[src/rtl/apb_reg_responder.sv]
// APB slave with four 32-bit registers; access phase is WAIT_STATES+2 cycles and PRDATA/PREADY/PSLVERR are registered.
// Defining APB_RESP_SLVERR_EN adds the PSLVERR error response for out-of-range transfers; otherwise PSLVERR is tied to 0.
module apb_reg_responder #(
  parameter int WAIT_STATES = 1
) (
  input  logic        PCLK,
  input  logic        PRESET,
  input  logic        PSEL,
  input  logic        PENABLE,
  input  logic        PWRITE,
  input  logic [31:0] PADDR,
  input  logic [31:0] PWDATA,
  output logic [31:0] PRDATA,
  output logic        PREADY,
  output logic        PSLVERR
);

  localparam logic [1:0] ST_IDLE  = 2'd0;
  localparam logic [1:0] ST_WAIT  = 2'd1;
  localparam logic [1:0] ST_READY = 2'd2;
  localparam logic [3:0] WAIT_INIT = 4'(WAIT_STATES);

  logic [1:0]  state;
  logic [3:0]  cnt;
  logic [1:0]  idx_q;
  logic        wr_q;
  logic        ok_q;
  logic [31:0] wdat_q;
  logic [31:0] regs [4];

  logic        live_ok;
  logic [1:0]  cur_idx;
  logic        cur_wr;
  logic        cur_ok;
  logic        go_ready;
  logic [31:0] rd_dat;
  logic        unused_paddr;

  assign unused_paddr = ^PADDR[31:12];
  assign live_ok = (PADDR[11:4] == 8'd0) && (PADDR[1:0] == 2'd0);

  // Leaving IDLE straight into READY must use the live bus; later, the captured copy.
  always_comb begin
    cur_idx = idx_q;
    cur_wr  = wr_q;
    cur_ok  = ok_q;
    if (state == ST_IDLE) begin
      cur_idx = PADDR[3:2];
      cur_wr  = PWRITE;
      cur_ok  = live_ok;
    end
  end

  assign go_ready = ((state == ST_IDLE) && PSEL && PENABLE && (WAIT_INIT == 4'd0)) ||
                    ((state == ST_WAIT) && PSEL && (cnt <= 4'd1));
  assign rd_dat   = (!cur_wr && cur_ok) ? regs[cur_idx] : 32'd0;

  always_ff @(posedge PCLK or negedge PRESET) begin
    if (!PRESET) begin
      state  <= ST_IDLE;
      cnt    <= 4'd0;
      idx_q  <= 2'd0;
      wr_q   <= 1'b0;
      ok_q   <= 1'b0;
      wdat_q <= 32'd0;
      PRDATA <= 32'd0;
      PREADY <= 1'b0;
      for (int i = 0; i < 4; i++) regs[i] <= 32'd0;
    end else begin
      PREADY <= go_ready;
      PRDATA <= go_ready ? rd_dat : 32'd0;
      case (state)
        ST_IDLE: begin
          if (PSEL && PENABLE) begin
            idx_q  <= PADDR[3:2];
            wr_q   <= PWRITE;
            ok_q   <= live_ok;
            wdat_q <= PWDATA;
            if (WAIT_INIT == 4'd0) begin
              state <= ST_READY;
            end else begin
              state <= ST_WAIT;
              cnt   <= WAIT_INIT;
            end
          end
        end
        ST_WAIT: begin
          if (!PSEL) begin
            state <= ST_IDLE;
            cnt   <= 4'd0;
          end else if (cnt <= 4'd1) begin
            state <= ST_READY;
            cnt   <= 4'd0;
          end else begin
            cnt <= cnt - 4'd1;
          end
        end
        ST_READY: begin
          state <= ST_IDLE;
          if (wr_q && ok_q) regs[idx_q] <= wdat_q;
        end
        default: state <= ST_IDLE;
      endcase
    end
  end

`ifdef APB_RESP_SLVERR_EN
  logic err_q;

  always_ff @(posedge PCLK or negedge PRESET) begin
    if (!PRESET) begin
      err_q <= 1'b0;
    end else begin
      err_q <= go_ready && !cur_ok;
    end
  end

  assign PSLVERR = err_q;
`else
  assign PSLVERR = 1'b0;
`endif

endmodule

[config.mk]
export PLATFORM = sky130hd
export DESIGN_NAME = apb_reg_responder
export DESIGN_NICKNAME = d
export VERILOG_FILES = /design/src/rtl/apb_reg_responder.sv
export SDC_FILE = /design/constraint.sdc
export NUM_CORES = 1
export LEC_CHECK = 0
export BUFFER_PORTS_ARGS = -buffer_cell sky130_fd_sc_hd__clkbuf_2
export CAP_MARGIN = 40
export CORE_MARGIN = 8
export CORE_UTILIZATION = 46
export DETAILED_ROUTE_END_ITERATION = 12
export PLACE_DENSITY = 0.72
export SLEW_MARGIN = 20
export SYNTH_ARGS = -nofsm -noshare
export SYNTH_HDL_FRONTEND = slang
export SYNTH_SLANG_ARGS = --single-unit
[constraint.sdc]
create_clock -name PCLK -period 2.2 [get_ports PCLK]
set_clock_uncertainty 0.15 [all_clocks]
set_input_delay 0.55 -clock PCLK [delete_from_list [all_inputs] [get_ports PCLK]]
set_output_delay 0.55 -clock PCLK [all_outputs]
set_load 0.05 [all_outputs]
==> impl_summary.log, run 1 <==
INFO  metric run_status = completed
INFO  metric cp-end-kind = flop
INFO  metric clock-sinks = 203
INFO  metric synth-simple-area-share = 0.0770
INFO  metric final_layout_size_suffix_gt1_frac = 0.339
INFO  metric most_frequently_used_cell_type_in_the_post_synthesis_netlist = sky130_fd_sc_hd__dfrtp_1
INFO  metric period_minus_slack = between 2 and 2.5 ns
INFO  metric post_synth_most_frequent_cells = sky130_fd_sc_hd__dfrtp_1 (203), sky130_fd_sc_hd__nand2_1 (115), sky130_fd_sc_hd__mux2_2 (78)
INFO  metric mappedNetlistNets = between 600 and 700
INFO  metric wirelength = between 15 and 20 mm
INFO  metric stdcell_count = 952
INFO  metric utilization = 0.557
INFO  metric antenna_violating_nets_post_route = 0
INFO  metric ir_worst_vdd = between 0.5 and 0.6 mV
INFO  metric timing.final.hold_violations = 0
INFO  metric gr-usage-all-layers = 0.163
INFO  metric total_power = approximately 8.6 mW
INFO  metric synth_edf_count = 0
INFO  metric timing.final.ws_setup = about 0.11 ns
INFO  metric post_synth_fa_ha_maj_area_fraction = 0.00302
INFO  metric fin_hold_ws = roughly 0.11 ns
INFO  metric vias = 5043
INFO  metric async_reset_ff_frac = 1.00
INFO  metric synth_flop_cell = sky130_fd_sc_hd__dfrtp_1
INFO  metric power_switching = around 2.2 mW
INFO  metric preCtsSetupSlack = about 0.083 ns
INFO  metric worst_path_largest_cell_delay = approximately 0.43 ns
INFO  metric dieArea = between 0.02 and 0.025 mm2
INFO  metric power.clock.fraction = 0.399
INFO  metric finish.net_count = approximately 780
INFO  metric p_int = 6.42 mW
INFO  metric synth.cell_area = roughly 0.0083 mm2
INFO  metric design.core.area = roughly 0.018 mm2
INFO  metric htree_num_levels = 1
INFO  metric grt_first_pass_wirelength = around 29 mm
INFO  metric dp_cell_count = between 900 and 1000
INFO  metric cap_violations = 0
INFO  metric post_synth_xor_area_fraction = 0.00106
INFO  metric largest_net_degree_at_the_start_of_global_routing = 52
INFO  metric avgViaCountPerCell = around 5.3
INFO  metric gp_congestion = 0.748
INFO  metric placed_area = approximately 0.0092 mm2
INFO  metric syn-mean-instance-area = ~14 um2
INFO  metric area.growth.synth_to_final = 19.7%
INFO  metric post_cts_resize_count = 0
INFO  metric timing.setup.tns = 0 ns
INFO  metric power_density = ~870 mW/mm2
INFO  metric critical_path_class = flop to flop
INFO  metric tritoncts = yes
INFO  metric timing.critical_path.cells = nor2_4 -> mux2i_4 -> buf_12 -> buf_12 -> mux2i_1 -> o22ai_1
INFO  metric average_wire_length_per_cell_after_detail_routing = 18.6 um
INFO  metric combinational_family_with_the_most_area_after_synthesis = multiplexers
INFO  metric portBuffers = between 80 and 90
INFO  metric switching_share = 0.255
INFO  metric finish.instance_area = about 0.0099 mm2
INFO  metric yosys-mux-area-fraction = 0.258
INFO  metric critical_path.max_fanout = 17
INFO  metric rsz0062_at_grt = no
INFO  metric crit_top_cell = sky130_fd_sc_hd__buf_12
INFO  metric die_h = 150 um
INFO  metric dp_hpwl = 11.7 mm
INFO  metric worst_setup_path_start_kind = flop
INFO  metric max-clock-path-buffers = 3
INFO  metric grt-ovfl-total = 0
INFO  metric max_slew_violation_total_from_the_final_report = 0
INFO  metric clkTransAtPathRegs = 0.06 ns
INFO  metric clk_latency = between 0.4 and 0.5 ns
INFO  metric rows = just under 50
INFO  metric cp_top_family = multiplexers
INFO  metric first_iter_violations = 244
INFO  metric synth.distinct_cells = 36
INFO  metric yosys_warnings = 0
INFO  metric max_freq = 0.478 GHz
INFO  metric cpMaxStageDelayCell = sky130_fd_sc_hd__dfrtp_1
INFO  metric synth.ff_latch_count = about 200
INFO  metric hold_class = input port to flop
INFO  metric crit_path_buffers_inverters = 2
INFO  metric start_util = 0.465
INFO  metric cts-root-buf = sky130_fd_sc_hd__clkbuf_16
INFO  metric num_io_pins = between 100 and 150
INFO  metric first_global_vias = roughly 5700
INFO  metric power_frac_seq = 0.489
INFO  metric netlist.top_cell.by_area = sky130_fd_sc_hd__dfrtp_1
INFO  metric inserted_clock_buffers = 21
INFO  metric synth_top_cells_by_area = sky130_fd_sc_hd__dfrtp_1 (61%), sky130_fd_sc_hd__mux2_2 (11%), sky130_fd_sc_hd__mux2_1 (6.8%)
INFO  metric initial_antenna_violation_count = 0
INFO  metric drc = 0
INFO  metric gate_count_after_technology_mapping = around 610
INFO  metric power.share.combinational = 0.112
INFO  metric synth_top_cell_area_share = 0.614
INFO  metric post-route-period-util = 0.950
INFO  metric arrival_time_of_the_worst_setup_path = approximately 2.3 ns
INFO  metric dr.pass1.iters = 4
INFO  metric die_x = 150 um
INFO  metric static-leakage-power = around 5.2 nW
INFO  metric setup_viol = 0
INFO  metric synth.yosys.seq_area_share = 0.614
INFO  metric synth_compound_gate_area_share = 0.0248
INFO  metric worstPathRequired = around 2.4 ns
INFO  metric antennaDiodeCount = 0
[sequential cells by signal, indices dropped and copies added (netlist names)]
signal	flops
PRDATA	32
PREADY	1
cnt	4
idx_q	2
ok_q	1
regs	128
state	2
wdat_q	32
wr_q	1
[worst register-to-register path, stage by stage (launching register included)]
cell and delay (ns):
sky130_fd_sc_hd__dfrtp_1 0.43, sky130_fd_sc_hd__nor2_4 0.25, sky130_fd_sc_hd__mux2i_4 0.36, sky130_fd_sc_hd__buf_12 0.22
sky130_fd_sc_hd__buf_12 0.21, sky130_fd_sc_hd__mux2i_1 0.24, sky130_fd_sc_hd__o22ai_1 0.10
[logic make-up (layout without fill, tap and decap cells)]
group	Yosys count	count (layout)
flops	203	203
other cells	1	1
buf+inv	36	151
fa+ha+maj	2	2
simple gates	147	147
mux	186	186
xor+xnor	1	1
compound gates	32	32
[metal layers]
layer | vias to the layer above | share of wire | track usage
li1 | 2315 | - | -
met1 | 2615 | 0.42 | 0.199
met2 | 87 | 0.52 | 0.292
met3 | 26 | 0.041 | 0.0280
met4 | 0 | 0.019 | 0.0475
met5 | - | 0 | 0
[final timing paths]
| path | startpoint | end | slack (ns) | cells past startpoint |
|---|---|---|---|---|
| worst min register to register | regs[37] | regs[37] | 0.34 | 1 |
| max in group asynchronous | PRESET | wdat_q[22] | 0.77 | 3 |
| worst max-delay path | state[1] | PRDATA[19] | 0.11 | 6 |
| min in group asynchronous | PRESET | wr_q | 0.42 | 2 |
| worst min-delay path | PWDATA[29] | wdat_q[29] | 0.11 | 3 |
| worst max register to register | state[1] | PRDATA[19] | 0.11 | 6 |
[cell type report]
| class | count | area, um2 |
|---|---|---|
| timing repair buffer | 113 | 795 |
| clock buffer | 28 | 612 |
| tap | 229 | 287 |
| clock inverter | 8 | 67.6 |
| inverter | 2 | 7.51 |
| fill | 1475 | 7870 |
| multi-input combinational | 369 | 3060 |
| sequential | 203 | 5080 |
[layout by cell type (no fill, tap or decap), types with 8 or more instances in the layout]
master / n
sky130_fd_sc_hd__dfrtp_1: 203
sky130_fd_sc_hd__mux2_2: 78
sky130_fd_sc_hd__o22ai_1: 24
sky130_fd_sc_hd__buf_12: 11
sky130_fd_sc_hd__mux2i_1: 48
sky130_fd_sc_hd__clkbuf_16: 21
sky130_fd_sc_hd__clkbuf_2: 80
sky130_fd_sc_hd__buf_4: 20
sky130_fd_sc_hd__mux4_2: 8
sky130_fd_sc_hd__nand2_1: 115
sky130_fd_sc_hd__mux2_1: 50
[timing repair]
action                                 in CTS  in global routing
setup endpoints to repair                   0                  7
endpoints found under the hold margin      42                  0
hold buffers                                1                  0
buffers inserted                            0                  3
[power by group through the flow]
stage	logic (mW)	clock network [mW]	registers (mW)
3_5_place_dp	0.960	0	4.27
4_1_cts	0.964	3.50	4.20
2_1_floorplan	0.576	0	4.17
5_1_grt	1.07	3.67	4.25
6_report	0.967	3.44	4.21
3_3_place_gp	0.919	0	4.23
(Power assumes the default switching activity.)
==> run 2: changes to the inputs <==
CORE_UTILIZATION = 52   (was 46)
PLACE_DENSITY = 0.8   (was 0.72)
==> run 2 against run 1 <==
Against the previous run:
- count of clock-buffer cells in the layout increased by 4
- first-iteration DRC count decreased by 4.5%
- largest cell class unchanged
- final cell count decreased by 1.7%
- fmax increased by 0.69%
- via count increased by 0.14%
- final area decreased by 0.85%
- setup slack improved by 0.014 ns
- die area decreased by 10%
- combinational power increased by 0.5%
- sequential cell count unchanged
==> impl_summary.log, run 2 (synthesized netlist as in run 1, its figures left out) <==
INFO  metric start_util = 0.527 (was 0.465)
INFO  metric grt-ovfl-total = 0 (unchanged)
INFO  metric clk_latency = 0.48 ns (about the same)
INFO  metric switching_share = 0.256 (was 0.255)
INFO  metric power_density = 848 mW/mm2 (was 870 mW/mm2)
INFO  metric period_minus_slack = 2.08 ns (was 2.09 ns)
INFO  metric gr-usage-all-layers = 0.182 (was 0.163)
INFO  metric largest_register_ff_count = 128 (unchanged)
INFO  metric average_wire_length_per_cell_after_detail_routing = 18.9 um (was 18.6 um)
INFO  metric setup_slack_of_the_most_critical_reg_to_reg_path = 0.12 ns (was 0.11 ns)
INFO  metric gp_congestion = 0.747 (was 0.748)
INFO  metric hp-start = PWDATA[18] (was PWDATA[29])
INFO  metric worst_setup_path_start_kind = flop (unchanged)
INFO  metric fillCellCount = 1153 (was 1475)
INFO  metric largest_net_degree_at_the_start_of_global_routing = 47 (was 52)
INFO  metric power.clock.fraction = 0.378 (was 0.399)
INFO  metric run_status = completed (unchanged)
INFO  metric worst-r2r-cell-count = 6 (unchanged)
INFO  metric clkTransAtPathRegs = 0.06 ns (about the same)
INFO  metric max_freq = 0.482 GHz (was 0.478 GHz)
INFO  metric power.share.combinational = 0.117 (was 0.112)
INFO  metric vias = 5050 (was 5043)
INFO  metric arrival_time_of_the_worst_setup_path = 2.29 ns (about the same)
INFO  metric register_with_the_most_flip_flops = regs (unchanged)
INFO  metric dr.pass1.iters = 4 (unchanged)
INFO  metric rows = 46 (was 49)
INFO  metric dp_hpwl = 11.5 mm (was 11.7 mm)
INFO  metric antenna_violating_nets_post_route = 0 (unchanged)
INFO  metric p_int = 6.19 mW (was 6.42 mW)
INFO  metric regArea = 0.00508 mm2 (unchanged)
INFO  metric layout.cells.most_common = sky130_fd_sc_hd__dfrtp_1 (unchanged)
INFO  metric rsz0062_at_grt = no (unchanged)
INFO  metric final_layout_size_suffix_gt1_frac = 0.325 (was 0.339)
INFO  metric avgViaCountPerCell = 5.40 (was 5.30)
INFO  metric timing.setup.tns = 0 ns (unchanged)
INFO  metric power_switching = 2.13 mW (was 2.20 mW)
INFO  metric multi_input_area = 0.00306 mm2 (unchanged)
INFO  metric initial_antenna_violation_count = 0 (unchanged)
INFO  metric hold_class = input port to flop (unchanged)
INFO  metric htree_num_levels = 1 (unchanged)
INFO  metric cap_violations = 0 (unchanged)
INFO  metric r2r_end = PRDATA[20] (was PRDATA[19])
INFO  metric setup_viol = 0 (unchanged)
INFO  metric die_x = 142 um (was 150 um)
INFO  metric clock-sinks = 203 (unchanged)
INFO  metric area.growth.synth_to_final = 18.7% (was 19.7%)
INFO  metric die_h = 142 um (was 150 um)
INFO  metric critical_path.max_fanout = 10 (was 17)
INFO  metric critical_path.reg2reg.startpoint = state[1] (unchanged)
INFO  metric critical_path_class = flop to flop (unchanged)
INFO  metric max-clock-path-buffers = 3 (unchanged)
INFO  metric tritoncts = yes (unchanged)
INFO  metric cp-end-kind = flop (unchanged)
INFO  metric worstPathRequired = 2.41 ns (was 2.40 ns)
INFO  metric timing.hold.worst_path_depth = 3 (unchanged)
INFO  metric design.core.area = 0.0157 mm2 (was 0.0178 mm2)
INFO  metric portBuffers = 81 (unchanged)
INFO  metric drc = 0 (unchanged)
INFO  metric timing.final.hold_violations = 0 (unchanged)
INFO  metric antennaDiodeCount = 0 (unchanged)
INFO  metric static-leakage-power = 5.18 nW (was 5.22 nW)
INFO  metric first_global_vias = 5699 (was 5654)
INFO  metric post-route-period-util = 0.944 (was 0.950)
INFO  metric dieArea = 0.0202 mm2 (was 0.0225 mm2)
INFO  metric grt_first_pass_wirelength = 29.2 mm (was 29.1 mm)
INFO  metric ir_worst_vdd = 0.462 mV (was 0.525 mV)
INFO  metric power_frac_seq = 0.505 (was 0.489)
INFO  metric mostFrequentLayoutCells = sky130_fd_sc_hd__dfrtp_1 (203), sky130_fd_sc_hd__nand2_1 (115), sky130_fd_sc_hd__clkbuf_2 (80) (unchanged)
INFO  metric cts-root-buf = sky130_fd_sc_hd__clkbuf_16 (unchanged)
INFO  metric max_slew_margin = 0.475
INFO  metric reg.largest.list = regs: 128 flops, PRDATA: 32 flops, wdat_q: 32 flops (unchanged)
INFO  metric first_iter_violations = 233 (was 244)
INFO  metric num_io_pins = 103 (unchanged)
INFO  metric finish.net_count = 779 (was 781)
INFO  metric max_slew_violation_total_from_the_final_report = 0 (unchanged)
INFO  metric fin_hold_ws = 0.106 ns (about the same)
INFO  metric wirelength = 17.6 mm (was 17.7 mm)
INFO  metric inserted_clock_buffers = 21 (unchanged)
INFO  metric holdPathEnd = wdat_q[18] (was wdat_q[29])
INFO  metric worst_slew_pin_slew = 0.787 ns
INFO  metric post_cts_resize_count = 0 (unchanged)
-- run 2: changes by cell type in the layout (fill, tap and decap cells not counted), sizes merged --
| cell | previous run | this run |
|---|---|---|
| clkbuf | 109 | 113 |
| clkinv | 6 | 3 |
| buf | 31 | 29 |
| bufinv | 1 | 0 |
| clkinvlp | 1 | 0 |
-- run 2: cell type report --
class / count / area share
flip-flops and latches: 203 / 0.517
multi-input cells: 369 / 0.311
well taps: 216 / 0.0275
inverters: 2 / 0.000764
clock inverters: 3 / 0.00153
clock buffers: 32 / 0.0597
repair buffers: 111 / 0.0819
-- run 2: timing repair --
item	CTS	global route
buffers inserted	0	3
hold endpoints to repair	41	0
endpoints found under the setup margin	0	8
hold buffers	1	0
-- run 2: per-layer routing --
layer,track usage,vias to the layer above,part of all wire
met4,0.0611,0,0.023
met5,0,-,0
met2,0.329,108,0.53
met1,0.214,2594,0.41
li1,-,2314,-
met3,0.0312,34,0.040
-- run 2: per-stage QoR --
stage / instances / total power, mW / worst slack, ns / cell area [um2] / util
5_1_grt: 936 / 8.68 / 0.0264 / 9820 / 0.625
3_5_place_dp: 897 / 5.22 / 0.0556 / 9190 / 0.585
6_report: 936 / 8.33 / 0.124 / 9820 / 0.625
2_1_floorplan: 608 / 4.75 / 0.157 / 8280 / -
4_1_cts: 933 / 8.38 / 0.0360 / 9800 / 0.624
3_3_place_gp: 897 / 5.15 / 0.0983 / 9190 / 0.585
-- run 2: power by group through the flow --
stage	Clock [mW]	Sequential [mW]	Combinational [mW]
floorplan	0	4.17	0.576
global placement	0	4.23	0.922
detailed placement	0	4.26	0.958
CTS	3.21	4.20	0.965
global route	3.37	4.24	1.07
finish	3.15	4.21	0.972
-- run 2: worst max-delay path by stage --
stage | from | cells after the start | slack (ns) | to
final | state[1] | 6 | 0.12 | PRDATA[20]
after global routing | state[1] | 7 | 0.03 | PRDATA[5]
after CTS | state[0] | 7 | 0.04 | PRDATA[17]
after detailed placement | PSEL | 6 | 0.06 | PRDATA[1]
after global placement | state[0] | 7 | 0.1 | PRDATA[17]
after floorplan | state[0] | 4 | 0.16 | PRDATA[10]
-- run 2: critical path, cell delays in order, from the launching register on --
cell and delay, ns:
sky130_fd_sc_hd__dfrtp_1 0.43, sky130_fd_sc_hd__nor2_4 0.16, sky130_fd_sc_hd__buf_4 0.14, sky130_fd_sc_hd__mux2i_4 0.23, sky130_fd_sc_hd__buf_12 0.17, sky130_fd_sc_hd__mux4_2 0.49, sky130_fd_sc_hd__and2b_1 0.17
